===== src/rtl/mult_operand_feeder.sv =====
// mult_operand_feeder
// Buffers operand pairs in a small FIFO and sequences them into a
// sequential multiplier: load strobe, fixed wait, product capture, then
// holds the result until the consumer takes it.

module mult_operand_feeder #(
  parameter int BIT_WIDTH   = 4,
  parameter int FIFO_DEPTH  = 2,
  parameter int LOAD_CYCLES = 2,
  parameter int WAIT_CYCLES = 2 * BIT_WIDTH
) (
  input  logic                   clk,
  input  logic                   reset,
  input  logic                   in_valid,
  output logic                   in_ready,
  input  logic [BIT_WIDTH-1:0]   in_factor1,
  input  logic [BIT_WIDTH-1:0]   in_factor2,
  output logic                   mul_load,
  output logic                   mul_enable,
  output logic [BIT_WIDTH-1:0]   mul_factor1,
  output logic [BIT_WIDTH-1:0]   mul_factor2,
  input  logic [2*BIT_WIDTH-1:0] mul_product,
  output logic                   out_valid,
  input  logic                   out_ready,
  output logic [2*BIT_WIDTH-1:0] out_product
);

  localparam int PTR_W   = (FIFO_DEPTH > 1) ? $clog2(FIFO_DEPTH) : 1;
  localparam int CNT_W   = PTR_W + 1;
  localparam int MAX_CYC = (LOAD_CYCLES > WAIT_CYCLES) ? LOAD_CYCLES : WAIT_CYCLES;
  localparam int TMR_W   = (MAX_CYC > 1) ? $clog2(MAX_CYC) : 1;

  localparam logic [1:0] IDLE = 2'd0;
  localparam logic [1:0] LOAD = 2'd1;
  localparam logic [1:0] WAIT = 2'd2;
  localparam logic [1:0] HOLD = 2'd3;

  logic [1:0]           state;
  logic [TMR_W-1:0]     timer;
  logic [PTR_W-1:0]     wr_ptr;
  logic [PTR_W-1:0]     rd_ptr;
  logic [CNT_W-1:0]     fifo_count;
  logic [BIT_WIDTH-1:0] fifo_f1 [FIFO_DEPTH];
  logic [BIT_WIDTH-1:0] fifo_f2 [FIFO_DEPTH];
  logic                 push;
  logic                 pop;

  // Handshake and pop decisions come only from registered state, so
  // in_ready never depends combinationally on in_valid and a pair pushed
  // into an empty FIFO is popped one cycle later at the earliest.
  assign in_ready   = (fifo_count != CNT_W'(FIFO_DEPTH));
  assign push       = in_valid && in_ready;
  assign pop        = (state == IDLE) && (fifo_count != '0);
  assign mul_load   = (state == LOAD);
  assign mul_enable = (state != IDLE);

  // Operand storage; entries are only meaningful while counted as valid.
  always_ff @(posedge clk) begin
    if (push && !reset) begin
      fifo_f1[wr_ptr] <= in_factor1;
      fifo_f2[wr_ptr] <= in_factor2;
    end
  end

  // Wrapping pointers and occupancy count; simultaneous push/pop cancels.
  always_ff @(posedge clk) begin
    if (reset) begin
      wr_ptr     <= '0;
      rd_ptr     <= '0;
      fifo_count <= '0;
    end else begin
      if (push) begin
        wr_ptr <= wr_ptr + PTR_W'(1);
      end
      if (pop) begin
        rd_ptr <= rd_ptr + PTR_W'(1);
      end
      case ({push, pop})
        2'b10:   fifo_count <= fifo_count + CNT_W'(1);
        2'b01:   fifo_count <= fifo_count - CNT_W'(1);
        default: fifo_count <= fifo_count;
      endcase
    end
  end

  // Operation sequencer: issue, load strobe, fixed wait, capture, hold.
  always_ff @(posedge clk) begin
    if (reset) begin
      state       <= IDLE;
      timer       <= '0;
      mul_factor1 <= '0;
      mul_factor2 <= '0;
      out_valid   <= 1'b0;
      out_product <= '0;
    end else begin
      case (state)
        IDLE: begin
          if (pop) begin
            mul_factor1 <= fifo_f1[rd_ptr];
            mul_factor2 <= fifo_f2[rd_ptr];
            timer       <= '0;
            state       <= LOAD;
          end
        end
        LOAD: begin
          if (timer == TMR_W'(LOAD_CYCLES - 1)) begin
            timer <= '0;
            state <= WAIT;
          end else begin
            timer <= timer + TMR_W'(1);
          end
        end
        WAIT: begin
          if (timer == TMR_W'(WAIT_CYCLES - 1)) begin
            timer       <= '0;
            out_product <= mul_product;
            out_valid   <= 1'b1;
            state       <= HOLD;
          end else begin
            timer <= timer + TMR_W'(1);
          end
        end
        HOLD: begin
          if (out_valid && out_ready) begin
            out_valid <= 1'b0;
            state     <= IDLE;
          end
        end
        default: begin
          state <= IDLE;
        end
      endcase
    end
  end

endmodule

===== config.mk =====
export PLATFORM = sky130hd
export DESIGN_NAME = mult_operand_feeder
export DESIGN_NICKNAME = d
export VERILOG_FILES = /design/src/rtl/mult_operand_feeder.sv
export SDC_FILE = /design/constraint.sdc
export NUM_CORES = 1
export LEC_CHECK = 0
export ABC_AREA = 1
export BUFFER_PORTS_ARGS = -buffer_cell sky130_fd_sc_hd__buf_2
export CORE_MARGIN = 3
export CORE_UTILIZATION = 39
export CTS_BUF_LIST = sky130_fd_sc_hd__clkbuf_8
export CTS_CLUSTER_DIAMETER = 50
export DETAILED_ROUTE_END_ITERATION = 16
export PLACE_DENSITY_LB_ADDON = 0.05
export SYNTH_ARGS = -nofsm -noshare
export SYNTH_HDL_FRONTEND = slang
export SYNTH_SLANG_ARGS = --single-unit

===== constraint.sdc =====
create_clock -name clk -period 2.75 [get_ports clk]
set_input_delay 0 -clock clk [delete_from_list [all_inputs] [get_ports clk]]
set_output_delay 0 -clock clk [all_outputs]
set_load 0.005 [all_outputs]

==> impl_metrics.json <==
{
  "dr.pass1.iters": 4,
  "clk_pin_slew_worst_paths_ns": 0.07,
  "fmax_mhz": 528,
  "setup_tns_ns": 0,
  "cts-resized-gates": 0,
  "p_int_mw": 1.25,
  "p_total_mw": 1.97,
  "vias_per_cell": 4.66,
  "p_per_area_mw_per_mm2": 866,
  "synth_top_area_cell": "dfxtp_1",
  "worstHoldPathType": "input pin to register",
  "yosysMostFrequentCell": "nand2_1",
  "grt_pass1_vias": 1328,
  "syn-num-nets": 219,
  "crit_path_start": "state[1]",
  "setup_viol": 0,
  "setup_slack_ns": 0.857,
  "drt_iter0_drc": 53,
  "fp.dieH_um": 73.6,
  "endpoint": "fifo_count[1]",
  "diodes": 0,
  "drt_wl_total_mm": 3.50,
  "avgRoutedWirePerCell_um": 11.7,
  "grt_pass1_wl_mm": 5.98,
  "slew_violations": 0,
  "grt_max_degree": 24,
  "synth_cell_types": 22,
  "slew_headroom_pct": 51.9,
  "skew_ns": 0.00324,
  "switchingPower_mw": 0.728,
  "ctsHtreeMaxLevel": 2,
  "cts.sinks": 42,
  "synth.top_cell.area_share_pct": 29.2,
  "rsz0062_at_grt": "false",
  "preCtsSetupSlack_ns": 0.858,
  "syn_area_per_cell_um2": 9.47,
  "tightest_slew_ns": 0.719,
  "p_seq_share_pct": 45.1,
  "period_share_pct": 68.8,
  "min_from": "in_valid",
  "power.leakage_nw": 1.07,
  "cts_buffers": 5,
  "ctsRootBufferMaster": "clkbuf_8",
  "hold_buffers": 17,
  "start_util_pct": 42.4,
  "cts_tree": "done",
  "yosysSeqAreaShare_pct": 56.2,
  "status": "complete, no violations",
  "synth_edf_count": 16,
  "synth_common_cells": "nand2_1 (39), nor2_1 (29), dfxtp_1 (26), edfxtp_1 (16), inv_1 (15)",
  "worstPathArrival_ns": 2.11,
  "clk_latency_ns": 0.29,
  "swShare_pct": 36.9,
  "criticalPathCategory": "register to register",
  "cp-end-kind": "register",
  "cts_setup_buffers": 0,
  "drtAntennaViolNets": 0,
  "drv_cap": 0,
  "synth_warnings": 0,
  "dieWidth_um": 73.6,
  "drive_gt1_share_pct": 21.7,
  "antenna_found_initial": 0,
  "cp_max_fo": 19,
  "drc_errors": 0,
  "io_buffers": 39,
  "r2r_start": "state[1]",
  "rows": 23,
  "synth-main-ff-cell": "dfxtp_1",
  "vdd_drop_max_mv": 0.451,
  "cp-start-kind": "register",
  "clockBufferDepth": 2,
  "fin_nets": 279,
  "worstPathRequired_ns": 2.97,
  "clock_power_share_pct": 19.1,
  "r2r_cells": 10,
  "die_area_mm2": 0.00541,
  "synth_area_mm2": 0.00178,
  "core_area_mm2": 0.00420,
  "comb_power_share_pct": 35.8,
  "yosys-top-cells-area": "dfxtp_1 (29%), edfxtp_1 (27%), nand2_1 (8.2%), ha_1 (7.7%), nor2_1 (6.1%)",
  "syn_to_final_growth_pct": 28.0,
  "via_count": 1394,
  "ff2ff_setup_slack_ns": 0.86,
  "track_usage_pct": 14.8,
  "ys_ff_latch": 42,
  "holdWs_ns": 0.0355,
  "dpl.hpwl_mm": 2.48,
  "fin_crit_ns": 1.89,
  "finalHoldViolCount": 0,
  "ios": 40,
  "synth_cells": 188,
  "async_flop_share_pct": 0,
  "routabilityCongestion": 0.757,
  "r2r-end": "fifo_count[1]",
  "overflow": 0
}
## stage by stage
| step | cell area [um2] | std cells | utilization, % |
|---|---|---|---|
| 3_5_place_dp | 2020 | 274 | 48.1 |
| 3_3_place_gp | 2020 | 274 | 48.1 |
| 2_1_floorplan | 1780 | 188 | - |
| 6_report | 2280 | 299 | 54.2 |
| 5_1_grt | 2280 | 299 | 54.2 |
| 4_1_cts | 2280 | 299 | 54.2 |
## cell families (layout without fill, tap and decap cells)
| kind of cell | Yosys count | in the layout | share of synthesized area (%) |
|---|---|---|---|
| AOI/OAI and AO/OA | 30 | 30 | 11.0 |
| buffers and inverters | 21 | 82 | 4.92 |
| and+or+nand+nor | 84 | 84 | 20.2 |
| DFF | 42 | 42 | 56.2 |
| adders and majority gates | 11 | 11 | 7.73 |
## placed cells by master, fill, tap and decap left out
cell / Yosys / routed
a21oi_1: 7 / 7
a21oi_2: 1 / 1
a31oi_1: 1 / 1
buf_2: 1 / 39
buf_4: 0 / 1
clkbuf_8: 0 / 5
clkinv_2: 0 / 1
clkinv_4: 0 / 1
dfxtp_1: 26 / 26
dlygate4sd3_1: 0 / 17
edfxtp_1: 16 / 16
ha_1: 11 / 11
inv_1: 15 / 16
inv_2: 2 / 2
nand2_1: 39 / 39
nand2_2: 1 / 1
nand3_1: 11 / 11
nor2_1: 29 / 29
nor2_2: 1 / 1
nor2_4: 1 / 1
nor2_8: 1 / 1
nor3_1: 1 / 1
o211a_1: 8 / 8
o21ai_0: 1 / 1
o21ai_1: 12 / 12
## power by group through the flow
stage               logic, mW  clock network, mW  registers, mW
floorplan               0.528                  0          0.872
global placement        0.673                  0          0.897
detailed placement      0.695                  0          0.904
CTS                     0.717              0.396          0.891
global route            0.822              0.434          0.907
finish                  0.705              0.377          0.891
## worst max-delay path, cell delays in order (launching register included)
cell and delay, ns:
dfxtp_1 0.36, inv_1 0.12, ha_1 0.24, inv_2 0.09, nor2_8 0.25, ha_1 0.27, inv_1 0.08, nand2_1 0.06
nor2_1 0.13, o21ai_1 0.08, a21oi_1 0.15
## metal layers
layer	routed length, um	up-vias	track usage (%)	part of all wire [%]
met2	1740	29	24.9	50
met3	173	7	5.75	4.9
li1	-	740	-	-
met5	0	-	0	0
met4	55	0	4.83	1.6
met1	1530	618	17.0	44
## worst min path at each step
stage / endpoint / cells past startpoint
3_3_place_gp: fifo_f1[1][2] / 1
6_report: wr_ptr / 3
3_5_place_dp: fifo_f2[1][3] / 1
2_1_floorplan: timer[0] / 1
5_1_grt: wr_ptr / 3
4_1_cts: wr_ptr / 3
## layout make-up
| type | count | area, um2 |
|---|---|---|
| Fill cell | 373 | 1920 |
| Clock buffer | 5 | 68.8 |
| Sequential cell | 42 | 1000 |
| Timing Repair Buffer | 57 | 373 |
| Inverter | 17 | 63.8 |
| Clock inverter | 3 | 17.5 |
| Tap cell | 50 | 62.6 |
| Multi-Input combinational cell | 125 | 692 |
## flip-flops by register name, indices dropped and copies added (netlist names)
name / flops
fifo_f1: 8
fifo_f2: 8
out_product: 8
mul_factor1: 4
mul_factor2: 4
timer: 3
fifo_count: 2
state: 2
out_valid: 1
rd_ptr: 1
wr_ptr: 1
Note: power is estimated with default switching activity, not from simulation.
